$ cat config.mk
export PLATFORM = sky130hd
export DESIGN_NAME = stack_link_ctrl
export DESIGN_NICKNAME = d
export VERILOG_FILES = /design/src/rtl/stack_link_ctrl.sv
export SDC_FILE = /design/constraint.sdc
export NUM_CORES = 1
export LEC_CHECK = 0
export ABC_AREA = 1
export CAP_MARGIN = 20
export CORE_UTILIZATION = 53
export CTS_BUF_LIST = sky130_fd_sc_hd__clkbuf_2
export CTS_CLUSTER_SIZE = 20
export DETAILED_ROUTE_END_ITERATION = 10
export MAX_ROUTING_LAYER = met4
export PLACE_DENSITY = 0.86
export SLEW_MARGIN = 20
export SYNTH_ARGS = -nofsm -noshare
export SYNTH_HDL_FRONTEND = slang
export SYNTH_SLANG_ARGS = --single-unit
$ cat constraint.sdc
create_clock -name clk -period 20.6 [get_ports clk]
set_clock_uncertainty 0.1 [all_clocks]
set_input_delay 5.15 -clock clk [delete_from_list [all_inputs] [get_ports clk]]
set_output_delay 5.15 -clock clk [all_outputs]
set_load 0.02 [all_outputs]
$ cat src/rtl/stack_link_ctrl.sv
// stack_link_ctrl: sequences SP/LR/PC register-file writes for CALL, RET, PUSH_LR, POP_LR.
// Latency: CALL/RET 1 cycle from accept; PUSH/POP 1 cycle after the memory ack edge.
// Backpressure: op_ready is high only in IDLE, and memory stalls are held until mem_ack.
// Optional macro STACK_LINK_GUARD_EN adds stack overflow/underflow fault checks.
module stack_link_ctrl #(
  parameter logic [31:0] PC_STEP     = 32'd4
`ifdef STACK_LINK_GUARD_EN
  ,
  parameter logic [31:0] STACK_BASE  = 32'h0000_1000,
  parameter logic [31:0] STACK_LIMIT = 32'h0000_0800
`endif
) (
  input  logic        clk,
  input  logic        rst,
  input  logic        op_valid,
  output logic        op_ready,
  input  logic [1:0]  op_code,
  input  logic [31:0] op_target,
  input  logic [31:0] cur_sp,
  input  logic [31:0] cur_lr,
  input  logic [31:0] cur_pc,
  output logic        wr_sp,
  output logic [31:0] wr_sp_data,
  output logic        wr_lr,
  output logic [31:0] wr_lr_data,
  output logic        wr_pc,
  output logic [31:0] wr_pc_data,
  output logic        mem_req,
  output logic        mem_we,
  output logic [31:0] mem_addr,
  output logic [31:0] mem_wdata,
  input  logic [31:0] mem_rdata,
  input  logic        mem_ack,
  output logic        op_done,
  output logic        op_fault
);

  typedef enum logic [1:0] {
    IDLE = 2'd0,
    MEM  = 2'd1,
    DONE = 2'd2
  } state_t;

  localparam logic [1:0] OP_CALL = 2'b00;
  localparam logic [1:0] OP_RET  = 2'b01;
  localparam logic [1:0] OP_PUSH = 2'b10;
  localparam logic [1:0] OP_POP  = 2'b11;

  state_t      state, nx_state;
  logic [1:0]  op_q, nx_op;
  logic [31:0] sp_q, nx_sp;

  logic        nx_op_ready, nx_op_done, nx_op_fault;
  logic        nx_wr_sp, nx_wr_lr, nx_wr_pc;
  logic [31:0] nx_wr_sp_data, nx_wr_lr_data, nx_wr_pc_data;
  logic        nx_mem_req, nx_mem_we;
  logic [31:0] nx_mem_addr, nx_mem_wdata;

  logic        guard_fault;
  logic        accept;

  assign accept = op_valid && op_ready;

`ifdef STACK_LINK_GUARD_EN
  // Guard: a push below the limit overflows, a pop from an empty stack underflows.
  always_comb begin
    guard_fault = 1'b0;
    if (op_code == OP_PUSH)
      guard_fault = (cur_sp - 32'd4) < STACK_LIMIT;
    else if (op_code == OP_POP)
      guard_fault = cur_sp >= STACK_BASE;
  end
`else
  assign guard_fault = 1'b0;
`endif

  // Next-state and next-output decode; every output is registered below.
  always_comb begin
    nx_state      = state;
    nx_op         = op_q;
    nx_sp         = sp_q;
    nx_op_done    = 1'b0;
    nx_op_fault   = 1'b0;
    nx_wr_sp      = 1'b0;
    nx_wr_lr      = 1'b0;
    nx_wr_pc      = 1'b0;
    nx_wr_sp_data = 32'd0;
    nx_wr_lr_data = 32'd0;
    nx_wr_pc_data = 32'd0;
    nx_mem_req    = 1'b0;
    nx_mem_we     = 1'b0;
    nx_mem_addr   = 32'd0;
    nx_mem_wdata  = 32'd0;

    case (state)
      IDLE: begin
        if (accept) begin
          nx_op = op_code;
          nx_sp = cur_sp;
          case (op_code)
            OP_CALL: begin
              nx_state      = DONE;
              nx_op_done    = 1'b1;
              nx_wr_lr      = 1'b1;
              nx_wr_lr_data = cur_pc + PC_STEP;
              nx_wr_pc      = 1'b1;
              nx_wr_pc_data = op_target;
            end
            OP_RET: begin
              nx_state      = DONE;
              nx_op_done    = 1'b1;
              nx_wr_pc      = 1'b1;
              nx_wr_pc_data = cur_lr;
            end
            default: begin
              if (guard_fault) begin
                // Aborted stack op: report completion with fault, touch nothing.
                nx_state    = DONE;
                nx_op_done  = 1'b1;
                nx_op_fault = 1'b1;
              end else begin
                nx_state     = MEM;
                nx_mem_req   = 1'b1;
                nx_mem_we    = (op_code == OP_PUSH);
                nx_mem_addr  = (op_code == OP_PUSH) ? (cur_sp - 32'd4) : cur_sp;
                nx_mem_wdata = (op_code == OP_PUSH) ? cur_lr : 32'd0;
              end
            end
          endcase
        end
      end

      MEM: begin
        if (mem_ack) begin
          nx_state   = DONE;
          nx_op_done = 1'b1;
          nx_wr_sp   = 1'b1;
          if (op_q == OP_POP) begin
            nx_wr_sp_data = sp_q + 32'd4;
            nx_wr_lr      = 1'b1;
            nx_wr_lr_data = mem_rdata;
          end else begin
            nx_wr_sp_data = sp_q - 32'd4;
          end
        end else begin
          // Request stays stable until the memory acknowledges it.
          nx_mem_req   = mem_req;
          nx_mem_we    = mem_we;
          nx_mem_addr  = mem_addr;
          nx_mem_wdata = mem_wdata;
        end
      end

      DONE: nx_state = IDLE;

      default: nx_state = IDLE;
    endcase

    nx_op_ready = (nx_state == IDLE);
  end

  // State and registered outputs; reset aborts any op in flight without side effects.
  always_ff @(posedge clk or posedge rst) begin
    if (rst) begin
      state      <= IDLE;
      op_q       <= OP_CALL;
      sp_q       <= 32'd0;
      op_ready   <= 1'b1;
      op_done    <= 1'b0;
      op_fault   <= 1'b0;
      wr_sp      <= 1'b0;
      wr_lr      <= 1'b0;
      wr_pc      <= 1'b0;
      wr_sp_data <= 32'd0;
      wr_lr_data <= 32'd0;
      wr_pc_data <= 32'd0;
      mem_req    <= 1'b0;
      mem_we     <= 1'b0;
      mem_addr   <= 32'd0;
      mem_wdata  <= 32'd0;
    end else begin
      state      <= nx_state;
      op_q       <= nx_op;
      sp_q       <= nx_sp;
      op_ready   <= nx_op_ready;
      op_done    <= nx_op_done;
      op_fault   <= nx_op_fault;
      wr_sp      <= nx_wr_sp;
      wr_lr      <= nx_wr_lr;
      wr_pc      <= nx_wr_pc;
      wr_sp_data <= nx_wr_sp_data;
      wr_lr_data <= nx_wr_lr_data;
      wr_pc_data <= nx_wr_pc_data;
      mem_req    <= nx_mem_req;
      mem_we     <= nx_mem_we;
      mem_addr   <= nx_mem_addr;
      mem_wdata  <= nx_mem_wdata;
    end
  end

endmodule

==> results.md, run 1 <==
- Status: finished clean
- Sw frac: roughly half
- Starting density of the core: between 50% and 60%
- Switching power: around 820 uW
- DRT Pass-1 Iters: 6
- Top cells by area, synth: dfrtp_1 (46%), nand2_1 (17%), inv_1 (7.2%)
- Synth warn: 0
- # Max-Cap Violations: 0
- Fin. max-slew vios: 0
- Fillers: roughly 1,600
- Nets: ~2,100
- Clock Sinks: slightly above 200
- Post-route setup slack: roughly 13,000 ps
- Maximum vdd drop: about 0.048 mV
- DIE WIDTH: about 150 um
- Worst slack, placed: around 12,000 ps
- Total gr overflow: 0
- Crit path from: op_valid
- Clk buf depth: 3
- Reg2reg setup slack: roughly 17,000 ps
- Sequential power share: a little under a third
- CP Max Fanout: 68
- Max-slew headroom: around a third
- Setup violations, final: 0
- Most congested layer reported by global routing: met2
- Global-route wire length before repair: roughly 60,000 um
- Primary FF master, synth: dfrtp_1
- Finished Cell Area: roughly 15,000 um^2
- DRC viols: 0
- Yosys cell types: 38
- Critical Path Slowest Stage Cell: nand2_1
- Vias in the first global route: around 11,000
- Worst hold path depth: 2
- Clock root buffer: clkbuf_2
- Worst min-delay path class: reg2reg
- Gp weighted congestion: 0.9872
- Vias per Instance: between 5 and 6
- CORE AREA: 20,360 um^2
- Async set-reset flop share out of synthesis: 100.0%
- RR Endpoint: mem_wdata[27]
- Grt met1 use: approximately 41%
- Yosys top cell area share: 45.76%
- Final wirelength: between 30,000 and 40,000 um
- Placed inst area: roughly 15,000 um^2
- Top cells by count, synth: nand2_1 (495), inv_1 (211), dfrtp_1 (202)
- Initial antenna violation count: 5
- Power per cell area: approximately 110 nW/um^2
- Worst-path clk slew: roughly 110 ps
- Post-synth EDFFs: 0
- Die span in y: 146.4 um
- Crit-path max cell delay: about 710 ps
- HPWL after DPL: approximately 30,000 um
- Fin crit share: a little over a third
- Clk network pwr share: around 16%
- Int Pwr: roughly 890 uW
- Slew @ Worst Pin: ~1000 ps
- WP data arrival: slightly above 8000 ps
- Area Growth Syn to Fin: 36.34%
- WHS: ~400 ps
- Antenna viol nets, final: 0
- Met2 Use GR: 64.05%
- CTS H-tree lvls: 2
- Leakage: between 7 and 8 nW
- Worst skew pair latency: about 860 ps
- Cell with the most instances after synthesis: nand2_1
- Endpoints failing hold: 0
- Initial drt markers: between 600 and 700
- #FFs+latches synth: around 200
- Startpoint Class: primary input
- Site Rows: 52
- Resize count post-CTS: 0
- Area leader, netlist: dfrtp_1
- GRT met3 Usage: under 10%
- Element type at the critical path end: register
- Hold-fix buffers at CTS: 0
- Syn_area_per_cell: approximately 7.3 um^2
- GRT Total Usage: a little under two fifths
- I/O Buffers: ~330
- Post-CTS Setup Bufs: 0
- RSZ-0062 raised after global routing: no
- Netlist Area Pre-Place: between 10,000 and 15,000 um^2
- Top Ports: around 330
- Sequential share of the synthesized area: 46.00%
- Critical Path RT: 21,290 ps
- Synth Instances: around 1,500
- Via count: approximately 12,000
- Largest net degree at the start of global routing: about 150
- WL/cell: around 18 um
- Layout cell share with drive strength beyond 1: under 10%
- Crit path to: mem_wdata[27]
- Minimum clock period after layout: approximately 7400 ps
- FF-to-FF path depth: 6
- Die area: roughly 21,000 um^2
- Synthesized Nets: between 1,500 and 2,000
- Final Util: about 74%
- Setup TNS: 0 ps
- R2R Path Start: state[0]
- CP Class: in2reg
- CTS tree: done
- Fmax: roughly 140 MHz
- CP Cell Sequence: clkdlybuf4s50_1 > nand2_1 > nor2_4 > inv_2 > nor2_4 > nand2_1 > o21ai_0
- Comb pwr share: 53.7%
- CTS Buf Count: 52
per-layer routing:
layer / part of all wire (%) / up-vias / wire, um
li1: - / 5511 / -
met1: 37 / 5339 / 14430
met5: 0 / - / 0
met2: 50 / 553 / 19520
met3: 7.8 / 120 / 3022
met4: 4.7 / 0 / 1821
worst max-delay path, delay by kind of cell:
kind,cells,cell delay [ps]
AO/OA/AOI/OAI,1,440
AND/OR/NAND/NOR,4,1550
buffers and inverters,2,850
layout make-up:
cell class              count  area (um^2)  area share, %
multi-input cells        1056         4989          33.13
repair buffers            336         3353          22.27
flip-flops and latches    203         5081          33.74
well taps                 270        337.8          2.243
diodes                      5        12.51        0.08308
clock inverters            20        97.59         0.6481
clock buffers              74        370.4          2.459
inverters                 216        818.3          5.434
power groups by stage:
| stage | logic (mW) | clock network, mW | registers, mW |
|---|---|---|---|
| 6_report | 0.920 | 0.277 | 0.516 |
| 5_1_grt | 1.03 | 0.302 | 0.524 |
| 3_5_place_dp | 0.910 | 0 | 0.522 |
| 4_1_cts | 0.916 | 0.281 | 0.515 |
| 3_3_place_gp | 0.897 | 0 | 0.520 |
| 2_1_floorplan | 0.557 | 0 | 0.560 |
how the worst min path moves through the flow:
stage	start	to
after floorplan	sp_q[22]	sp_q[22]
after global placement	mem_addr[29]	mem_addr[29]
after detailed placement	mem_addr[18]	mem_addr[18]
after CTS	mem_wdata[31]	mem_wdata[31]
after global routing	mem_addr[10]	mem_addr[10]
final	mem_addr[28]	mem_addr[28]
metrics by stage:
stage / power (mW) / std cells
after global placement: 1.416 / 2081
after global routing: 1.860 / 2180
after floorplan: 1.117 / 1510
final: 1.714 / 2180
after detailed placement: 1.432 / 2081
after CTS: 1.712 / 2175
cell families after synthesis:
family | after synthesis | share of synthesized area [%]
buffers and inverters | 251 | 8.971
AO/OA/AOI/OAI | 228 | 10.82
flip-flops | 203 | 46.00
AND/OR/NAND/NOR | 775 | 28.73
adder cells (fa/ha/maj) | 37 | 4.259
other | 1 | 0.03395
XOR/XNOR | 15 | 1.189
sequential cells by signal, indices dropped and copies added, names as in the netlist:
name,flops
wr_sp,1
mem_addr,32
wr_sp_data,32
wr_pc_data,32
op_done,1
wr_lr,1
op_q,2
mem_we,1
wr_pc,1
sp_q,32
state,2
mem_wdata,32
wr_lr_data,32
op_ready,1
mem_req,1
cell usage in the layout, fill, tap and decap left out, types with 4 or more instances in the layout:
cell,n
nor2_1,135
and2_1,5
buf_4,4
a21oi_1,55
o21ai_1,8
dfrtp_1,202
nand4_1,27
o21ai_0,148
nor2_2,7
inv_2,5
diode_2,5
ha_1,36
nor3_1,19
clkdlybuf4s50_1,332
clkinv_1,15
inv_1,210
nor2_4,4
nand2_1,495
nand3_1,75
xor2_1,13
a22o_1,6
clkbuf_2,74
(Power assumes the default switching activity.)
==> inputs of run 2 (changes only) <==
--- a/config.mk
+++ b/config.mk
@@ -7,12 +7,12 @@
 export LEC_CHECK = 0
 export ABC_AREA = 1
 export CAP_MARGIN = 20
-export CORE_UTILIZATION = 53
+export CORE_UTILIZATION = 49
 export CTS_BUF_LIST = sky130_fd_sc_hd__clkbuf_2
 export CTS_CLUSTER_SIZE = 20
 export DETAILED_ROUTE_END_ITERATION = 10
 export MAX_ROUTING_LAYER = met4
-export PLACE_DENSITY = 0.86
+export PLACE_DENSITY = 0.8
 export SLEW_MARGIN = 20
 export SYNTH_ARGS = -nofsm -noshare
 export SYNTH_HDL_FRONTEND = slang
==> constraint.sdc (replaced) <==
create_clock -name clk -period 7 [get_ports clk]
set_clock_uncertainty 0.1 [all_clocks]
set_input_delay 1.75 -clock clk [delete_from_list [all_inputs] [get_ports clk]]
set_output_delay 1.75 -clock clk [all_outputs]
set_load 0.02 [all_outputs]
==> results.md, run 2 (synthesis gave the netlist of run 1 again) <==
- Vias per Instance: 5.196 (was 5.286)
- WP data arrival: 2020 ps (was 8050 ps)
- Fmax: between 200 and 300 MHz
- Largest net degree at the start of global routing: 177 (was 145)
- Violated checks: design-rule violations
- Sw frac: 47.98% (was 48.03%)
- DIE WIDTH: 152.1 um (was 146.4 um)
- RR Endpoint: mem_wdata[26] (was mem_wdata[27])
- Vias in the first global route: 11,503 (was 11,335)
- Fin. max-slew vios: 0 (unchanged)
- Via count: 11,394 (was 11,523)
- Leakage: 7.627 nW (was 7.611 nW)
- Layout cell share with drive strength beyond 1: 5.765% (was 5.512%)
- Final wirelength: 39,040 um (was 38,800 um)
- Global-route wire length before repair: 60,800 um (was 60,070 um)
- Gp weighted congestion: 0.9782 (was 0.9872)
- Post-route setup slack: 3134 ps (was 13,250 ps)
- Nets: 2,070 (was 2,068)
- Die span in y: 152.1 um (was 146.4 um)
- Setup violations, final: 0 (unchanged)
- FF-to-FF path depth: 7 (was 6)
- GRT Total Usage: 35.13% (was 37.63%)
- Clk network pwr share: 16.3% (was 16.2%)
- Antenna viol nets, final: 0 (unchanged)
- Max-slew headroom: 34.34% (was 32.88%)
- Site Rows: 54 (was 52)
- Endpoints failing hold: 0 (unchanged)
- Clock root buffer: clkbuf_2 (unchanged)
- Clock Sinks: 203 (unchanged)
- Worst slack, placed: 2127 ps (was 12,340 ps)
- Total gr overflow: 0 (unchanged)
- Number of cells on the critical path: 1 (was 7)
- Slew @ Worst Pin: 984.9 ps (was 1004 ps)
- Crit path from: op_ready (was op_valid)
- Post-CTS Setup Bufs: 0 (unchanged)
- CORE AREA: 21,960 um^2 (was 20,360 um^2)
- Hold Startpoint: mem_addr[23] (was mem_addr[28])
- Comb pwr share: 53.7% (about the same)
- Placed cell count: 2,092 (was 2,081)
- Setup TNS: 0 ps (unchanged)
- CP Class: reg2out (was in2reg)
- Initial antenna violation count: 4 (was 5)
- Status: finished with violations (was finished clean)
- CTS Buf Count: 52 (unchanged)
- DRT Pass-1 Iters: 10 (was 6)
- Critical Path Slowest Stage Cell: clkdlybuf4s50_1 (was nand2_1)
- Die area: 23,150 um^2 (was 21,420 um^2)
- CTS tree: done (unchanged)
- Sequential power share: 29.9% (was 30.1%)
- Reg2reg setup slack: 3960 ps (was 17,460 ps)
- CTS H-tree lvls: 2 (unchanged)
- Crit path to: op_ready (was mem_wdata[27])
- Starting density of the core: 50.30% (was 54.24%)
- CP Cell Sequence: clkdlybuf4s50_1 (was clkdlybuf4s50_1 > nand2_1 > nor2_4 > inv_2 > nor2_4 > nand2_1 > o21ai_0)
- Fin crit share: 55.23%
- Worst min-delay path class: reg2reg (unchanged)
- Clk buf depth: 3 (unchanged)
- Crit-path max cell delay: 600 ps (was 710 ps)
- Top Ports: 334 (unchanged)
- Fillers: 1,878 (was 1,593)
- # Max-Cap Violations: 0 (unchanged)
- Power per cell area: 334.3 nW/um^2 (was 113.8 nW/um^2)
- Maximum vdd drop: 0.1392 mV (was 0.04778 mV)
- Initial drt markers: 648 (was 690)
- Most frequent cells in the layout: nand2_1 (495), clkdlybuf4s50_1 (332), inv_1 (210), dfrtp_1 (202), o21ai_0 (148) (unchanged)
- Area Growth Syn to Fin: 36.75% (was 36.34%)
- Worst skew pair latency: 880 ps (was 860 ps)
- Resize count post-CTS: 0 (unchanged)
- I/O Buffers: 332 (unchanged)
- Critical Path RT: 5150 ps (was 21,290 ps)
- Final Non-Filler Cells: 2,193 (was 2,180)
- WL/cell: 17.80 um (about the same)
- Most common cell after layout, fill and taps aside: nand2_1 (unchanged)
- Overall power: 5.049 mW (was 1.714 mW)
- RSZ-0062 raised after global routing: no (unchanged)
- HPWL after DPL: 30,280 um (was 30,260 um)
- CP Max Fanout: 2 (was 68)
- Int Pwr: 2.627 mW (was 890.5 uW)
- Hold-fix buffers at CTS: 0 (unchanged)
- Buf+Inv Stages, Crit Path: 1 (was 2)
- Startpoint Class: register (was primary input)
- DRC viols: 9 (was 0)
- Element type at the critical path end: output pin (was register)
- Minimum clock period after layout: just under 4000 ps
- Cell class contributing the biggest share of worst-path delay: buffers and inverters (was simple AND/OR/NAND/NOR gates)
- Switching power: 2.423 mW (was 823.0 uW)
- R2R Path Start: state[0] (unchanged)
- Worst-path clk slew: 110 ps (about the same)
==> run 2: changes by cell type in the layout (fill, tap and decap cells not counted), moves of 2 or more <==
cell / before / now
clkinvlp_4: 0 / 2
inv_8: 3 / 0
clkbuf_2: 74 / 76
clkinv_1: 15 / 12
clkinv_2: 2 / 4
inv_6: 0 / 2
==> run 2: worst min-delay path by stage <==
stage | end | slack [ps] | cells after the start
global placement | mem_addr[28] | 360 | 2
floorplan | sp_q[22] | 350 | 2
global route | mem_addr[23] | 420 | 2
finish | mem_addr[23] | 390 | 2
CTS | mem_addr[24] | 400 | 2
detailed placement | mem_addr[26] | 370 | 2
==> run 2: metrics by stage <==
| step | utilization [%] | cell area, um^2 | hold slack, ps |
|---|---|---|---|
| final | 68.79 | 15100 | 391.2 |
| after global routing | 68.79 | 15100 | 420.9 |
| after CTS | 68.68 | 15080 | 395.1 |
| after detailed placement | 66.54 | 14610 | 369.7 |
| after global placement | 66.47 | 14600 | 363.5 |
| after floorplan | - | 11050 | 348.3 |
==> run 2: cell type report <==
class,instances,area [um^2],share of cell area (%)
Antenna cell,5,12.51,0.08284
Clock buffer,76,380.4,2.518
Clock inverter,19,90.09,0.5964
Inverter,216,814.5,5.393
Multi-Input combinational cell,1056,4984,32.99
Sequential cell,203,5081,33.64
Tap cell,280,350.3,2.319
Timing Repair Buffer,338,3392,22.46
==> run 2: tightest hold or removal path, delay by kind of cell, from the launching register on <==
| kind | cells | cell delay (ps) |
|---|---|---|
| and+or+nand+nor | 2 | 100 |
| DFF | 1 | 360 |
==> run 2: per-layer routing <==
layer  track usage (%)  part of all wire (%)  vias up
met5                 -                     0        -
met1             38.21                    38     5299
met3             7.708                   7.1      115
li1                  -                     -     5523
met2             61.47                    51      457
met4             15.69                   4.0        0
==> run 2: power groups by stage <==
stage                     Sequential (mW)  Clock [mW]  Combinational, mW
after floorplan                      1.65           0               1.64
after global placement               1.53           0               2.65
after detailed placement             1.53           0               2.68
after CTS                            1.51       0.833               2.69
after global routing                 1.54       0.899               3.04
final                                1.51       0.825               2.71
==> inputs of run 3 (changes only) <==
--- a/config.mk
+++ b/config.mk
@@ -7,12 +7,12 @@
 export LEC_CHECK = 0
 export ABC_AREA = 1
 export CAP_MARGIN = 20
-export CORE_UTILIZATION = 49
+export CORE_UTILIZATION = 44
 export CTS_BUF_LIST = sky130_fd_sc_hd__clkbuf_2
 export CTS_CLUSTER_SIZE = 20
 export DETAILED_ROUTE_END_ITERATION = 10
 export MAX_ROUTING_LAYER = met4
-export PLACE_DENSITY = 0.8
+export PLACE_DENSITY = 0.76
 export SLEW_MARGIN = 20
 export SYNTH_ARGS = -nofsm -noshare
 export SYNTH_HDL_FRONTEND = slang
==> constraint.sdc (replaced) <==
create_clock -name clk -period 3.3 [get_ports clk]
set_clock_uncertainty 0.1 [all_clocks]
set_input_delay 0.825 -clock clk [delete_from_list [all_inputs] [get_ports clk]]
set_output_delay 0.825 -clock clk [all_outputs]
set_load 0.02 [all_outputs]
==> results.md, run 3 (synthesis gave the netlist of run 1 again) <==
- Status: finished clean (was finished with violations)
- Hold-fix buffers at CTS: 0 (unchanged)
- Startpoint Class: register (unchanged)
- Site Rows: 57 (was 54)
- CTS Buf Count: 52 (unchanged)
- Area Growth Syn to Fin: 39.05% (was 36.75%)
- CTS tree: done (unchanged)
- Most common cell after layout, fill and taps aside: nand2_1 (unchanged)
- WP data arrival: 2060 ps (was 2020 ps)
- GRT Total Usage: 32.53% (was 35.13%)
- Leakage: 7.712 nW (was 7.627 nW)
- Critical Path Slowest Stage Cell: clkdlybuf4s50_1 (unchanged)
- Fin crit share: 90.41%
- Routed met3 length: 2825 um (was 2761 um)
- Worst min-delay path class: in2async (was reg2reg)
- Antenna viol nets, final: 0 (unchanged)
- Fillers: 2,252 (was 1,878)
- Cell class contributing the biggest share of worst-path delay: buffers and inverters (unchanged)
- Initial drt markers: 787 (was 648)
- Crit-path max cell delay: 610 ps (was 600 ps)
- Overall power: 10.93 mW (was 5.049 mW)
- Minimum clock period after layout: 2984 ps
- Element type at the critical path end: output pin (unchanged)
- Finished Cell Area: 15,360 um^2 (was 15,100 um^2)
- CORE AREA: 24,460 um^2 (was 21,960 um^2)
- Vias per Instance: 5.049 (was 5.196)
- Endpoints failing hold: 0 (unchanged)
- Slew @ Worst Pin: 617.1 ps (was 984.9 ps)
- Resize count post-CTS: 0 (unchanged)
- Worst skew pair latency: 890 ps (was 880 ps)
- Clock root buffer: clkbuf_2 (unchanged)
- Placed inst area: 14,820 um^2 (was 14,610 um^2)
- HPWL after DPL: 31,370 um (was 30,280 um)
- Met1 wire length: 15,590 um (was 14,980 um)
- Most frequent cells in the layout: nand2_1 (495), clkdlybuf4s50_1 (332), inv_1 (210), dfrtp_1 (202), o21ai_0 (148) (unchanged)
- Clk buf depth: 3 (unchanged)
- Vias in the first global route: 11,529 (was 11,503)
- # Max-Cap Violations: 0 (unchanged)
- Starting density of the core: 45.15% (was 50.30%)
- Power per cell area: 711.8 nW/um^2 (was 334.3 nW/um^2)
- Number of cells on the critical path: 1 (unchanged)
- Top layer in use: met4 (unchanged)
- Fmax: between 300 and 400 MHz
- Worst slack, placed: 435.6 ps (was 2127 ps)
- Fin. max-slew vios: 0 (unchanged)
- Global-route wire length before repair: 62,430 um (was 60,800 um)
- Critical Path RT: 2370 ps (was 5150 ps)
- Final Non-Filler Cells: 2,252 (was 2,193)
- Max-slew headroom: 58.77% (was 34.34%)
- I/O Buffers: 332 (unchanged)
- CP Class: reg2out (unchanged)
- CP Max Fanout: 2 (unchanged)
- Gp weighted congestion: 0.9755 (was 0.9782)
- RSZ-0062 raised after global routing: no (unchanged)
- FF-to-FF path depth: 13 (was 7)
- Met2 Routed Length: 19,720 um (was 19,740 um)
- Post-route setup slack: 316.4 ps (was 3134 ps)
- Clock Sinks: 203 (unchanged)
- CTS H-tree lvls: 2 (unchanged)
- Placed cell count: 2,149 (was 2,092)
- Setup violations, final: 0 (unchanged)
- Post-CTS Setup Bufs: 0 (unchanged)
- Total gr overflow: 0 (unchanged)
- Top Ports: 334 (unchanged)
- DRC viols: 0 (was 9)
- WL/cell: 17.74 um (was 17.80 um)
- Layout cell share with drive strength beyond 1: 5.990% (was 5.765%)
- Initial antenna violation count: 8 (was 4)
- Die span in y: 160.4 um (was 152.1 um)
- DIE WIDTH: 160.4 um (was 152.1 um)
- Buf+Inv Stages, Crit Path: 1 (unchanged)
- CP Cell Sequence: clkdlybuf4s50_1 (unchanged)
- Nets: 2,082 (was 2,070)
- Worst-path clk slew: 120 ps (was 110 ps)
- DRT Pass-1 Iters: 5 (was 10)
- Largest net degree at the start of global routing: 62 (was 177)
- Reg2reg setup slack: 730 ps (was 3960 ps)
- Via count: 11,370 (was 11,394)
- Final wirelength: 39,950 um (was 39,040 um)
- Maximum vdd drop: 0.3456 mV (was 0.1392 mV)
- Die area: 25,740 um^2 (was 23,150 um^2)
[run 3: cell types whose count changed in the layout (fill, tap and decap cells not counted), moves of 2 or more]
cell	change
buf_4	+9
clkbuf_2	-7
clkinv_1	+7
buf_12	+5
diode_2	+3
bufinv_16	+2
clkinv_2	-2
[run 3: area by class of cell]
class                           count  area (um^2)  share of cell area (%)
Antenna cell                        8        20.02                  0.1303
Clock buffer                       69        345.3                   2.248
Clock inverter                     26        175.2                   1.141
Inverter                          216        814.5                   5.303
Multi-Input combinational cell   1056         4984                   32.45
Sequential cell                   203         5081                   33.08
Tap cell                          324        405.4                   2.640
Timing Repair Buffer              350         3533                   23.01
[run 3: where the power goes]
part           leakage (nW)  switching (mW)  total, mW  internal [mW]
registers              2.74           0.272       3.21           2.94
clock network         0.368            1.12       1.88          0.756
logic                  4.60            3.80       5.84           2.04
total                  7.71            5.20       10.9           5.74
[run 3: worst paths after layout]
path	start	endpoint
max in group asynchronous	rst	wr_lr_data[25]
min in group clk	mem_rdata[29]	wr_lr_data[29]
min	rst	wr_pc_data[17]
max reg2reg	op_q[1]	wr_sp_data[18]
min reg2reg	mem_addr[22]	mem_addr[22]
max	op_ready	op_ready
[run 3: through the flow]
stage,hold WS (ps),setup TNS [ps],util (%)
detailed placement,365.1,0,60.57
global placement,365.2,0,60.57
CTS,189.9,0,62.70
global route,221.6,0,62.78
finish,230.6,0,62.78
floorplan,348.3,-51400,-
[run 3: routing by layer]
metal / vias up / global-route usage (%)
met5: - / -
met4: 0 / 15.58
met3: 101 / 7.929
met2: 444 / 54.09
met1: 5272 / 36.71
li1: 5553 / -
